$ cat config.mk
export PLATFORM = sky130hd
export DESIGN_NAME = he_lb_test_seq
export DESIGN_NICKNAME = d
export VERILOG_FILES = /design/src/rtl/he_lb_test_seq.sv
export SDC_FILE = /design/constraint.sdc
export NUM_CORES = 1
export LEC_CHECK = 0
export BUFFER_PORTS_ARGS = -buffer_cell sky130_fd_sc_hd__buf_2
export CAP_MARGIN = 20
export CORE_MARGIN = 10
export CORE_UTILIZATION = 37
export DETAILED_ROUTE_END_ITERATION = 10
export HOLD_SLACK_MARGIN = 0.03
export PLACE_DENSITY_LB_ADDON = 0.15
export SLEW_MARGIN = 20
export SYNTH_ARGS = -nofsm -noshare
export SYNTH_HDL_FRONTEND = slang
export SYNTH_SLANG_ARGS = --single-unit
$ cat constraint.sdc
create_clock -name clk -period 6.15 [get_ports clk]
set_input_delay 1.23 -clock clk [delete_from_list [all_inputs] [get_ports clk]]
set_output_delay 1.23 -clock clk [all_outputs]
set_load 0.01 [all_outputs]
$ cat src/rtl/he_lb_test_seq.sv
// he_lb_test_seq: runs one HE-LB loopback pass over an MMIO master port.
// Reads INFO0, programs CSRs, starts the engine, polls STATUS0, reads ERROR.
//
// Ports:
//   clk, rst              clock, synchronous active-high reset
//   start, abort          run request pulse, abort level
//   src_addr .. cfg       run parameters, sampled on an accepted start
//   req_* / rsp_*         MMIO request (valid/ready) and read response
//   busy, done            run in progress, one-cycle end-of-run pulse
//   done_status           0 pass, 1 error, 2 timeout, 3 aborted, 4 bad config
//   bus_bytes, polls      INFO0 bus width, STATUS0 reads of the last run
module he_lb_test_seq #(
  parameter logic [19:0] BASE_ADDR     = 20'h0,
  parameter int unsigned POLL_GAP      = 64,
  parameter int unsigned TIMEOUT_POLLS = 4096
) (
  input  logic        clk,
  input  logic        rst,
  input  logic        start,
  input  logic        abort,
  input  logic [63:0] src_addr,
  input  logic [63:0] dst_addr,
  input  logic [63:0] dsm_addr,
  input  logic [31:0] num_lines,
  input  logic [63:0] cfg,
  output logic        req_valid,
  input  logic        req_ready,
  output logic        req_write,
  output logic [19:0] req_addr,
  output logic [63:0] req_wdata,
  input  logic        rsp_valid,
  input  logic [63:0] rsp_data,
  output logic        busy,
  output logic        done,
  output logic [2:0]  done_status,
  output logic [7:0]  bus_bytes,
  output logic [15:0] polls
);

  localparam logic [19:0] A_CTL  = BASE_ADDR + 20'h138;
  localparam logic [19:0] A_SRC  = BASE_ADDR + 20'h120;
  localparam logic [19:0] A_DST  = BASE_ADDR + 20'h128;
  localparam logic [19:0] A_NUM  = BASE_ADDR + 20'h130;
  localparam logic [19:0] A_CFG  = BASE_ADDR + 20'h140;
  localparam logic [19:0] A_DSML = BASE_ADDR + 20'h110;
  localparam logic [19:0] A_DSMH = BASE_ADDR + 20'h114;
  localparam logic [19:0] A_STAT = BASE_ADDR + 20'h160;
  localparam logic [19:0] A_ERR  = BASE_ADDR + 20'h170;
  localparam logic [19:0] A_INFO = BASE_ADDR + 20'h180;

  localparam logic [15:0] GAP_LAST = 16'(POLL_GAP - 1);

  typedef enum logic [2:0] {
    S_IDLE,
    S_RD_INFO,
    S_WR_SEQ,
    S_POLL_RD,
    S_POLL_GAP,
    S_RD_ERR,
    S_WR_STOP,
    S_DONE
  } state_t;

  state_t      state;
  logic [3:0]  step;
  logic [15:0] gap;
  logic        rd_wait;
  logic        abort_q;
  logic [2:0]  stat;
  logic [63:0] src_q;
  logic [63:0] dst_q;
  logic [63:0] dsm_q;
  logic [63:0] cfg_q;
  logic [31:0] lines_q;

  logic        active;
  logic        ab;
  logic        iss_write;
  logic [19:0] iss_addr;
  logic [63:0] iss_wdata;

  // abort is remembered so a request already in flight can finish first
  assign active = (state != S_IDLE) && (state != S_WR_STOP) &&
                  (state != S_DONE);
  assign ab = abort | abort_q;

  // Fields of the next request to issue from the current state
  always_comb begin
    iss_write = 1'b0;
    iss_addr  = A_INFO;
    iss_wdata = 64'd0;
    case (state)
      S_WR_SEQ: begin
        iss_write = 1'b1;
        case (step)
          4'd0: begin iss_addr = A_CTL; iss_wdata = 64'd0; end
          4'd1: begin iss_addr = A_CTL; iss_wdata = 64'd1; end
          4'd2: begin iss_addr = A_SRC; iss_wdata = src_q; end
          4'd3: begin iss_addr = A_DST; iss_wdata = dst_q; end
          4'd4: begin
            iss_addr  = A_NUM;
            iss_wdata = {32'h0, lines_q};
          end
          4'd5: begin iss_addr = A_CFG; iss_wdata = cfg_q; end
          4'd6: begin
            iss_addr  = A_DSML;
            iss_wdata = {32'h0, dsm_q[31:0]};
          end
          4'd7: begin
            iss_addr  = A_DSMH;
            iss_wdata = {32'h0, dsm_q[63:32]};
          end
          default: begin iss_addr = A_CTL; iss_wdata = 64'd3; end
        endcase
      end
      S_POLL_RD: iss_addr = A_STAT;
      S_RD_ERR:  iss_addr = A_ERR;
      S_WR_STOP: begin
        iss_write = 1'b1;
        iss_addr  = A_CTL;
      end
      default: ;
    endcase
  end

  always_ff @(posedge clk) begin
    if (rst) begin
      state       <= S_IDLE;
      step        <= 4'd0;
      gap         <= 16'd0;
      rd_wait     <= 1'b0;
      abort_q     <= 1'b0;
      stat        <= 3'd0;
      src_q       <= 64'd0;
      dst_q       <= 64'd0;
      dsm_q       <= 64'd0;
      cfg_q       <= 64'd0;
      lines_q     <= 32'd0;
      req_valid   <= 1'b0;
      req_write   <= 1'b0;
      req_addr    <= 20'd0;
      req_wdata   <= 64'd0;
      busy        <= 1'b0;
      done        <= 1'b0;
      done_status <= 3'd0;
      bus_bytes   <= 8'd32;
      polls       <= 16'd0;
    end else begin
      done <= 1'b0;
      if (abort && active) abort_q <= 1'b1;
      case (state)
        S_IDLE: begin
          if (start) begin
            src_q   <= src_addr;
            dst_q   <= dst_addr;
            dsm_q   <= dsm_addr;
            cfg_q   <= cfg;
            lines_q <= num_lines;
            polls   <= 16'd0;
            step    <= 4'd0;
            rd_wait <= 1'b0;
            busy    <= 1'b1;
            if (num_lines == 32'd0) begin
              stat  <= 3'd4;
              state <= S_DONE;
            end else begin
              stat      <= 3'd0;
              state     <= S_RD_INFO;
              req_valid <= 1'b1;
              req_write <= iss_write;
              req_addr  <= iss_addr;
              req_wdata <= iss_wdata;
            end
          end
        end
        S_RD_INFO: begin
          if (req_valid) begin
            if (req_ready) begin
              req_valid <= 1'b0;
              rd_wait   <= 1'b1;
            end
          end else if (rd_wait && rsp_valid) begin
            rd_wait   <= 1'b0;
            bus_bytes <= 8'd32 << rsp_data[17:16];
            if (ab) begin
              stat  <= 3'd3;
              state <= S_WR_STOP;
            end else begin
              state <= S_WR_SEQ;
            end
          end
        end
        S_WR_SEQ: begin
          if (req_valid) begin
            if (req_ready) begin
              req_valid <= 1'b0;
              if (step == 4'd8) begin
                step  <= 4'd0;
                state <= S_POLL_RD;
              end else begin
                step <= step + 4'd1;
              end
            end
          end else if (ab) begin
            stat  <= 3'd3;
            state <= S_WR_STOP;
          end else begin
            req_valid <= 1'b1;
            req_write <= iss_write;
            req_addr  <= iss_addr;
            req_wdata <= iss_wdata;
          end
        end
        S_POLL_RD: begin
          if (req_valid) begin
            if (req_ready) begin
              req_valid <= 1'b0;
              rd_wait   <= 1'b1;
              if (polls != 16'hFFFF) polls <= polls + 16'd1;
            end
          end else if (rd_wait) begin
            if (rsp_valid) begin
              rd_wait <= 1'b0;
              if (ab) begin
                stat  <= 3'd3;
                state <= S_WR_STOP;
              end else if (rsp_data[31:0] >= lines_q) begin
                state <= S_RD_ERR;
              end else if ({16'h0, polls} == TIMEOUT_POLLS) begin
                stat  <= 3'd2;
                state <= S_WR_STOP;
              end else begin
                gap   <= 16'd0;
                state <= S_POLL_GAP;
              end
            end
          end else if (ab) begin
            stat  <= 3'd3;
            state <= S_WR_STOP;
          end else begin
            req_valid <= 1'b1;
            req_write <= iss_write;
            req_addr  <= iss_addr;
            req_wdata <= iss_wdata;
          end
        end
        S_POLL_GAP: begin
          if (ab) begin
            stat  <= 3'd3;
            state <= S_WR_STOP;
          end else if (gap >= GAP_LAST) begin
            state <= S_POLL_RD;
          end else begin
            gap <= gap + 16'd1;
          end
        end
        S_RD_ERR: begin
          if (req_valid) begin
            if (req_ready) begin
              req_valid <= 1'b0;
              rd_wait   <= 1'b1;
            end
          end else if (rd_wait) begin
            if (rsp_valid) begin
              rd_wait <= 1'b0;
              state   <= S_WR_STOP;
              if (ab) stat <= 3'd3;
              else stat <= (rsp_data != 64'd0) ? 3'd1 : 3'd0;
            end
          end else if (ab) begin
            stat  <= 3'd3;
            state <= S_WR_STOP;
          end else begin
            req_valid <= 1'b1;
            req_write <= iss_write;
            req_addr  <= iss_addr;
            req_wdata <= iss_wdata;
          end
        end
        S_WR_STOP: begin
          if (req_valid) begin
            if (req_ready) begin
              req_valid <= 1'b0;
              state     <= S_DONE;
            end
          end else begin
            req_valid <= 1'b1;
            req_write <= iss_write;
            req_addr  <= iss_addr;
            req_wdata <= iss_wdata;
          end
        end
        S_DONE: begin
          done        <= 1'b1;
          busy        <= 1'b0;
          done_status <= stat;
          abort_q     <= 1'b0;
          state       <= S_IDLE;
        end
        default: state <= S_IDLE;
      endcase
    end
  end

endmodule

==> results of run 1 <==
## layout make-up
cell class | count | area [µm²]
antenna | 6 | 15.0
clock buffer | 65 | 1350
clock inverter | 17 | 166
fill | 4935 | 25900
inverter | 50 | 188
multi-input combinational | 1670 | 8730
sequential | 413 | 8270
tap | 615 | 769
timing repair buffer | 471 | 2450
## flip-flops by register name, summed over array words and instances, names as in the netlist
signal	cells
dsm_q	64
bus_bytes	3
lines_q	32
req_write	1
req_valid	1
req_addr	7
dst_q	64
step	4
gap	16
polls	16
stat	3
rd_wait	1
req_wdata	64
abort_q	1
done_status	3
busy	1
cfg_q	64
done	1
state	3
src_q	64
## metal layers
layer / up-vias / wire, µm / track usage (%)
met5: - / 21 / 0
met4: 4 / 2110 / 8.90
met3: 121 / 4630 / 4.47
met2: 587 / 33100 / 37.7
met1: 8501 / 28100 / 28.0
li1: 8638 / - / -
## placed cells by master, fill, tap and decap left out, drive strengths merged, types with 4 or more instances in the layout
master    n
nand2   713
buf     471
dfxtp   413
a21oi   390
a22oi    97
nor2     73
clkbuf   65
inv      51
a31oi    39
ha       39
or3      37
nor4     32
a222oi   32
nand4    26
o21ai    21
conb     18
nor3     13
clkinv   12
nand3    10
xnor2    10
nor2b    10
xor2      8
mux2i     8
and2      8
and3      7
nand2b    7
diode     6
o211ai    6
a211oi    5
a311oi    5
nand3b    4
or2       4
## cell usage after synthesis, drive strengths merged (2+ instances only)
library cell	count	share of area, %
a31o	3	0.15
a2bb2oi	2	0.098
o21ai	21	0.59
and2	8	0.28
a311oi	5	0.34
nand2b	7	0.24
dfxtp	413	46
o2111ai	3	0.22
a211oi	5	0.21
or3b	2	0.098
xor2	8	0.39
ha	39	2.7
nand4	26	0.91
nor2	73	1.5
buf	57	1.9
nand3b	4	0.17
and4	2	0.098
or4b	2	0.11
a222oi	32	1.8
or3	37	1.3
nor4	32	1.1
inv	50	1.0
xnor2	10	0.49
a2111oi	3	0.18
nor3b	3	0.18
clkbuf	143	3.0
o211ai	6	0.25
nor3	13	0.39
a31oi	39	1.4
o311ai	2	0.098
a22oi	97	4.1
nand2	713	15
nand3	10	0.28
nor2b	10	0.35
and3	7	0.24
or2	4	0.14
a21oi	390	11
o31ai	3	0.15
a21o	3	0.13
a21boi	2	0.084
mux2i	8	0.45
## worst max-delay path, cell delays in order
cell and delay (ns):
buf_2 0.12, ha_1 0.30, a21o_1 0.18, a221o_1 0.32, a22oi_1 0.19, o2111ai_2 0.40, o41ai_4 0.86, nand4_1 0.18
mux2_1 0.33
## path summary, 6_finish.rpt
check | startpoint | end | slack [ns] | cells past startpoint
worst min-delay path | gap[6] | gap[6] | 0.44 | 2
worst max register to register | state[2] | dsm_q[57] | 2.55 | 7
worst max-delay path | rsp_data[21] | gap[4] | 2.48 | 9
worst min register to register | gap[6] | gap[6] | 0.44 | 2
## metrics by stage
step	hold slack, ns	utilization (%)	setup WS, ns
finish	0.445	45.9	2.48
floorplan	0.412	-	2.71
detailed placement	0.438	42.6	1.89
global route	0.465	45.9	2.21
CTS	0.445	45.8	2.50
global placement	0.433	42.6	1.96
## cells by family after synthesis
logic type / Yosys count
mux: 9
simple gates: 957
compound gates: 629
fa+ha+maj: 39
flops: 413
xor+xnor: 18
buf+inv: 250
other cells: 1
## power breakdown
group	leakage [nW]	internal (mW)	switching [mW]	total (mW)
logic	4.28	0.612	1.41	2.02
registers	3.36	3.05	0.240	3.29
clock network	0.761	1.65	1.12	2.77
total	8.40	5.32	2.76	8.08
==> impl_metrics.tcl, run 1 <==
set metrics [dict create \
    cap_viol_max_count 0 \
    p_leak_nw 8.40 \
    worstPathArrival_ns 4.12 \
    hold_path_class "reg2reg" \
    grt_pass1_vias 17300 \
    yosysUniqueCellTypes 73 \
    cts-root-buf "clkbuf_16" \
    area_growth_pct 22.3 \
    wirelength_um 68000 \
    ys_seq_elements 413 \
    final_cells 3307 \
    grt_max_degree 173 \
    core_um2 47800 \
    synth-xor-area-share_pct 0.878 \
    ys_warn_count 0 \
    synth_edf_count 0 \
    stdcell_area_um2 21900 \
    hold_violations 0 \
    fp.dieW_um 240 \
    powerDensity_nw_per_um2 368 \
    ctsHoldBuffers 0 \
    post_cts_resized 0 \
    drt_iter0_drc 1511 \
    crit_path_start_kind "input pin" \
    grt_overflow 0 \
    synth_compound_area_share_pct 21.4 \
    grt_setup_unrepaired "no" \
    p_total_mw 8.08 \
    cts.sinks 413 \
    setup_viol 0 \
    final_max_slew_viol_count 0 \
    hpwl_um 47100 \
    worst_pin_slew_ns 1.06 \
    crit_type "in2reg" \
    required_ns 6.60 \
    post-place-cells 3219 \
    synth_adder_area_share_pct 2.72 \
    dieArea_um2 57700 \
    muxShareOfSynthArea_pct 0.509 \
    syn-instance-count 2316 \
    drc 0 \
    clk_pin_slew_ns 0.06 \
    synth_top_family_by_area "simple AND/OR/NAND/NOR gates" \
    irDropWorstVdd_mv 0.207 \
    antenna_found_initial 11 \
    clk_latency_ns 0.57 \
    globalplace.congestion 0.883 \
    worstPathMaxFanout 14 \
    ant_nets 0 \
    post_cts_buffers 0 \
    fmax_mhz 272 \
    cts_buffers 47 \
    cp-end-kind "register" \
    drive_above_1_share_pct 21.3 \
    core.rowCount 80 \
    ys_seq_area_share_pct 46.1 \
    drt-vias-per-instance 5.40 \
    clk_path_buf_depth 3 \
    slew-limit-headroom_pct 29.2 \
    status "finished, final reports clean" \
    pin_count 473 \
    die_y_um 240 \
    initial_utilization_pct 37.5 \
    placedInstanceArea_um2 20400 \
    dr.pass1.iters 5 \
    finalNetCount 3050 \
    ys_async_sr_fraction_pct 0 \
    netlist_area_um2 17900 \
    grt_pass1_wl_um 102000 \
    cts.htree.levels 2 \
    timing.final.crit_share_pct 59.7 \
    avgRoutedWirePerCell_um 20.6 \
    fin_skew_ns 0.00747 \
    synthFlopType "dfxtp_1" \
    tns_ns 0 \
    port_buffers 454 \
    finalWorstPathRequiredPeriod_ns 3.67 \
    via_count 17900 \
    track_usage_pct 22.5 \
    yosys.area_share.simple_pct 22.5 \
    syn_area_per_cell_um2 7.75 \
    cts_tree "built" \
]
(Power assumes the default switching activity.)
==> run 2, diff against run 1 <==
==> constraint.sdc (replaced) <==
create_clock -name clk -period 3.4 [get_ports clk]
set_input_delay 0.68 -clock clk [delete_from_list [all_inputs] [get_ports clk]]
set_output_delay 0.68 -clock clk [all_outputs]
set_load 0.01 [all_outputs]
==> impl_metrics.tcl, run 2 (same netlist as run 1, synthesis figures left out) <==
set metrics [dict create \
    post_cts_resized 0 \
    dr.pass1.iters 5 \
    regToRegSetupSlack_ns 0.40 \
    power.share.combinational_pct 24.0 \
    port_buffers 454 \
    ff2ff_path_depth 10 \
    mostFrequentLayoutCells "nand2_1, buf_2, dfxtp_1" \
    track_usage_pct 22.7 \
    grt_max_degree 168 \
    cts.htree.levels 2 \
    reg2reg_from "lines_q[23]" \
    initial_utilization_pct 37.5 \
    finalNetCount 3072 \
    worstPathArrival_ns 3.47 \
    cts_tree "built" \
    fmax_mhz 333 \
    wirelength_um 68300 \
    power_switching_mw 5.05 \
    slew-limit-headroom_pct 41.6 \
    grt_setup_unrepaired "no" \
    hold_path_class "in2reg" \
    post-place-cells 3241 \
    drt-vias-per-instance 5.36 \
    grt_overflow 0 \
    drc 0 \
    status "finished, final reports clean" \
    crit_path_start_kind "register" \
    mostFrequentLayoutCell "nand2_1" \
    worstPathMaxFanout 6 \
    cap_viol_max_count 0 \
    antenna_found_initial 7 \
    p_seq_share_pct 39.0 \
    irDropWorstVdd_mv 0.443 \
    hpwl_um 48600 \
    fin_skew_ns 0.0205 \
    avgRoutedWirePerCell_um 20.5 \
    swShare_pct 32.8 \
    post_cts_buffers 0 \
    die_y_um 240 \
    clk_pin_slew_ns 0.06 \
    worst_pin_slew_ns 0.876 \
    timing.final.crit_share_pct 88.4 \
    p_total_mw 15.4 \
    clk_latency_ns 0.58 \
    hold_violations 0 \
    fillers 4890 \
    ant_nets 0 \
    hold_depth 3 \
    cts.sinks 413 \
    reg2reg_to "stat[2]" \
    clk_path_buf_depth 3 \
    core.rowCount 80 \
    setup_viol 0 \
    cts-root-buf "clkbuf_16" \
    required_ns 3.87 \
    drive_above_1_share_pct 22.0 \
    cp-end-kind "register" \
    globalplace.congestion 0.891 \
    dieArea_um2 57700 \
    pin_count 473 \
    clock_power_share_pct 37.0 \
    crit_type "reg2reg" \
    p_int_mw 10.3 \
    grt_pass1_wl_um 103000 \
    powerDensity_nw_per_um2 686 \
    hp-start "dsm_addr[50]" \
    tns_ns 0 \
    final_max_slew_viol_count 0 \
    core_um2 47800 \
    fp.dieW_um 240 \
    area_growth_pct 24.9 \
    cts_buffers 47 \
    via_count 17900 \
    final_cells 3332 \
    min_to "dsm_q[50]" \
    p_leak_nw 8.64 \
    grt_pass1_vias 17700 \
    ctsHoldBuffers 0 \
    finalWorstPathRequiredPeriod_ns 3.00 \
    drt_iter0_drc 1418 \
]
-- run 2: worst max path at each step --
stage / to / start / slack (ns)
after floorplan: gap[4] / rsp_data[15] / 0.51
final: stat[2] / lines_q[23] / 0.40
after CTS: stat[2] / lines_q[23] / 0.43
after global placement: stat[2] / rsp_data[21] / 0.20
after global routing: stat[2] / lines_q[23] / 0.22
after detailed placement: stat[2] / rsp_data[21] / 0.18
-- run 2: critical path, cell delays in order (launching register included) --
cell and delay (ns):
dfxtp_1 0.47, inv_1 0.10, ha_1 0.29, and2_0 0.17, a221o_1 0.29, a22oi_1 0.21
o2111ai_2 0.38, o31ai_1 0.52, buf_4 0.22, mux2i_1 0.19, nor2_1 0.05
-- run 2: power groups by stage --
stage | sequential [mW] | combinational (mW) | clock, mW
2_1_floorplan | 5.91 | 2.57 | 0
3_3_place_gp | 6.08 | 3.65 | 0
3_5_place_dp | 6.10 | 3.69 | 0
4_1_cts | 6.00 | 3.71 | 5.79
5_1_grt | 6.08 | 4.14 | 5.98
6_report | 6.00 | 3.69 | 5.69
-- run 2: metal layers --
layer	track usage [%]	vias to the layer above	wire, µm	share of wire (%)
met4	7.15	2	1760	2.6
met3	4.00	96	4400	6.4
met2	38.9	569	33600	49
met5	0	-	13	0.019
li1	-	8681	-	-
met1	28.4	8512	28500	42
-- run 2: area by class of cell --
cell class	count	area, µm²	area share (%)
inverters	50	188	0.837
well taps	615	769	3.43
clock inverters	15	300	1.34
multi-input cells	1670	8720	38.9
diodes	5	12.5	0.0558
flip-flops and latches	413	8270	36.9
repair buffers	493	2700	12.0
clock buffers	71	1460	6.51
-- run 2: metrics by stage --
step | hold slack [ns] | utilization [%] | worst slack, ns | area [µm²]
3_5_place_dp | 0.436 | 43.1 | 0.183 | 20600
5_1_grt | 0.331 | 46.8 | 0.216 | 22400
3_3_place_gp | 0.432 | 43.1 | 0.201 | 20600
4_1_cts | 0.316 | 46.8 | 0.427 | 22400
2_1_floorplan | 0.412 | - | 0.509 | 18000
6_report | 0.340 | 46.9 | 0.395 | 22400
==> run 3, diff against run 2 <==
--- a/config.mk
+++ b/config.mk
@@ -10,8 +10,9 @@
 export CORE_MARGIN = 10
 export CORE_UTILIZATION = 37
 export DETAILED_ROUTE_END_ITERATION = 10
+export GPL_TIMING_DRIVEN = 0
 export HOLD_SLACK_MARGIN = 0.03
-export PLACE_DENSITY_LB_ADDON = 0.15
+export PLACE_DENSITY = 0.56
 export SLEW_MARGIN = 20
 export SYNTH_ARGS = -nofsm -noshare
 export SYNTH_HDL_FRONTEND = slang
==> impl_metrics.tcl, run 3 (same netlist as run 1, synthesis figures left out) <==
set metrics [dict create \
    regArea_um2 8270 \
    final_cells 3488 \
    reg2reg_to "gap[4]" \
    clk_pin_slew_ns 0.06 \
    die_y_um 240 \
    ff2ff_path_depth 9 \
    cts.htree.levels 2 \
    wl_met3_um 5400 \
    port_buffers 454 \
    hp-start "dsm_addr[52]" \
    hold_violations 0 \
    globalplace.congestion 0.915 \
    core_um2 47800 \
    setup_viol 0 \
    pin_count 473 \
    met2_length_um 38200 \
    grt_setup_unrepaired "no" \
    cp.buffers_inverters 1 \
    powerDensity_nw_per_um2 678 \
    grt_max_degree 14 \
    finalNetCount 3232 \
    grt_overflow 0 \
    dr.pass1.iters 8 \
    grt_pass1_wl_um 118000 \
    cts_tree "built" \
    worstPathMaxFanout 6 \
    worst_slack_ns 0.198 \
    crit_type "reg2reg" \
    mostFrequentLayoutCells "nand2_1, buf_2, dfxtp_1" \
    fillers 4959 \
    final_max_slew_viol_count 0 \
    hold_path_class "in2reg" \
    drt_iter0_drc 1762 \
    via_count 18900 \
    p_leak_nw 8.74 \
    ant_nets 0 \
    crit_path_top_delay_cell "a311oi_4" \
    cts-root-buf "clkbuf_16" \
    crit_path_start_kind "register" \
    antenna_found_initial 4 \
    track_usage_pct 27.1 \
    avgRoutedWirePerCell_um 23.3 \
    cap_viol_max_count 0 \
    wirelength_um 81200 \
    cp-end-kind "register" \
    clk_latency_ns 0.59 \
    multi_input_area_um2 8700 \
    cp_top_family "simple AND/OR/NAND/NOR gates" \
    irDropWorstVdd_mv 0.316 \
    worstPathCellList "inv_1 -> ha_1 -> nand4_1 -> nor3_2 -> or4b_1 -> a311oi_4 -> o41ai_4 -> nand4_1 -> mux2_1" \
    timing.final.crit_share_pct 94.2 \
    hpwl_um 63600 \
    initial_utilization_pct 37.5 \
    cts.sinks 413 \
    regToRegSetupSlack_ns 0.20 \
    place_ws_ns -0.490 \
    fmax_mhz 312 \
    dieArea_um2 57700 \
    drc 0 \
    cpMostUsedCell "nand4_1" \
    status "finished, final reports clean" \
    fp.dieW_um 240 \
    area_growth_pct 26.1 \
    clk_path_buf_depth 3 \
    fin_skew_ns 0.0121 \
    required_ns 3.86 \
    worstPathArrival_ns 3.67 \
    slowest_delay_ns 0.64 \
    ctsHoldBuffers 0 \
    wl_met1_um 35300 \
    hold_depth 3 \
    core.rowCount 80 \
    reg2reg_from "lines_q[15]" \
    mostFrequentLayoutCell "nand2_1" \
    finalWorstPathRequiredPeriod_ns 3.20 \
    slew-limit-headroom_pct 34.1 \
    post-place-cells 3403 \
    drt-vias-per-instance 5.41 \
    worst_pin_slew_ns 0.988 \
    cts_buffers 46 \
    grt_pass1_vias 18700 \
    dr.max_layer_used "met4" \
    drive_above_1_share_pct 21.1 \
    min_to "dsm_q[52]" \
]
run 3: changes by cell type in the layout (fill, tap and decap cells not counted), moves of 3 or more:
cell / change
and2_1: +4
buf_12: -10
buf_2: +39
buf_4: -11
bufinv_16: -6
clkbuf_1: +139
clkbuf_2: +4
clkbuf_8: -3
run 3: worst register-to-register path, stage by stage (launching register included):
cell and delay, ns:
dfxtp_1 0.40, inv_1 0.07, ha_1 0.32, nand4_1 0.15
nor3_2 0.26, or4b_1 0.55, a311oi_4 0.64, o41ai_4 0.23
nand4_1 0.14, mux2_1 0.32
run 3: worst max-delay path by stage:
stage / cells past startpoint / from / endpoint
after global placement: 10 / num_lines[16] / req_wdata[15]
after global routing: 9 / state[0] / dst_q[39]
after CTS: 9 / step[3] / req_wdata[22]
final: 9 / lines_q[15] / gap[4]
after detailed placement: 10 / num_lines[16] / req_wdata[28]
after floorplan: 8 / rsp_data[15] / gap[4]
run 3: area by class of cell:
class	instances	area share (%)
Timing Repair Buffer	455	10.1
Clock buffer	68	6.08
Tap cell	615	3.40
Sequential cell	413	36.5
Multi-Input combinational cell	1670	38.4
Clock inverter	13	0.675
Inverter	50	0.829
Antenna cell	5	0.0553
Buffer	199	3.89
run 3: per-stage QoR:
step           cell area, µm²  total power, mW  utilization [%]  hold slack [ns]  setup TNS [ns]
2_1_floorplan           18000             8.47                -            0.412               0
5_1_grt                 22600             16.1             47.3            0.325               0
4_1_cts                 22600             15.3             47.2            0.307               0
6_report                22600             15.3             47.3            0.329               0
3_3_place_gp            21100             10.2             44.0            0.431          -75.02
3_5_place_dp            21100             10.2             44.0            0.431          -73.74
run 3: power breakdown:
part,switching [mW],internal (mW)
sequential,0.461,5.52
clock,2.12,3.02
combinational,2.98,1.24
total,5.56,9.78
run 3: layer usage:
layer	vias to the layer above	GRT usage, %
li1	9002	-
met1	9050	35.0
met2	715	45.1
met3	119	4.53
met4	0	8.76
met5	-	0
run 3: repair_timing:
item,CTS,global route
setup buffers,0,0
endpoints found under the hold margin,0,0
gates resized for setup,3,6
setup endpoints to repair,200,18
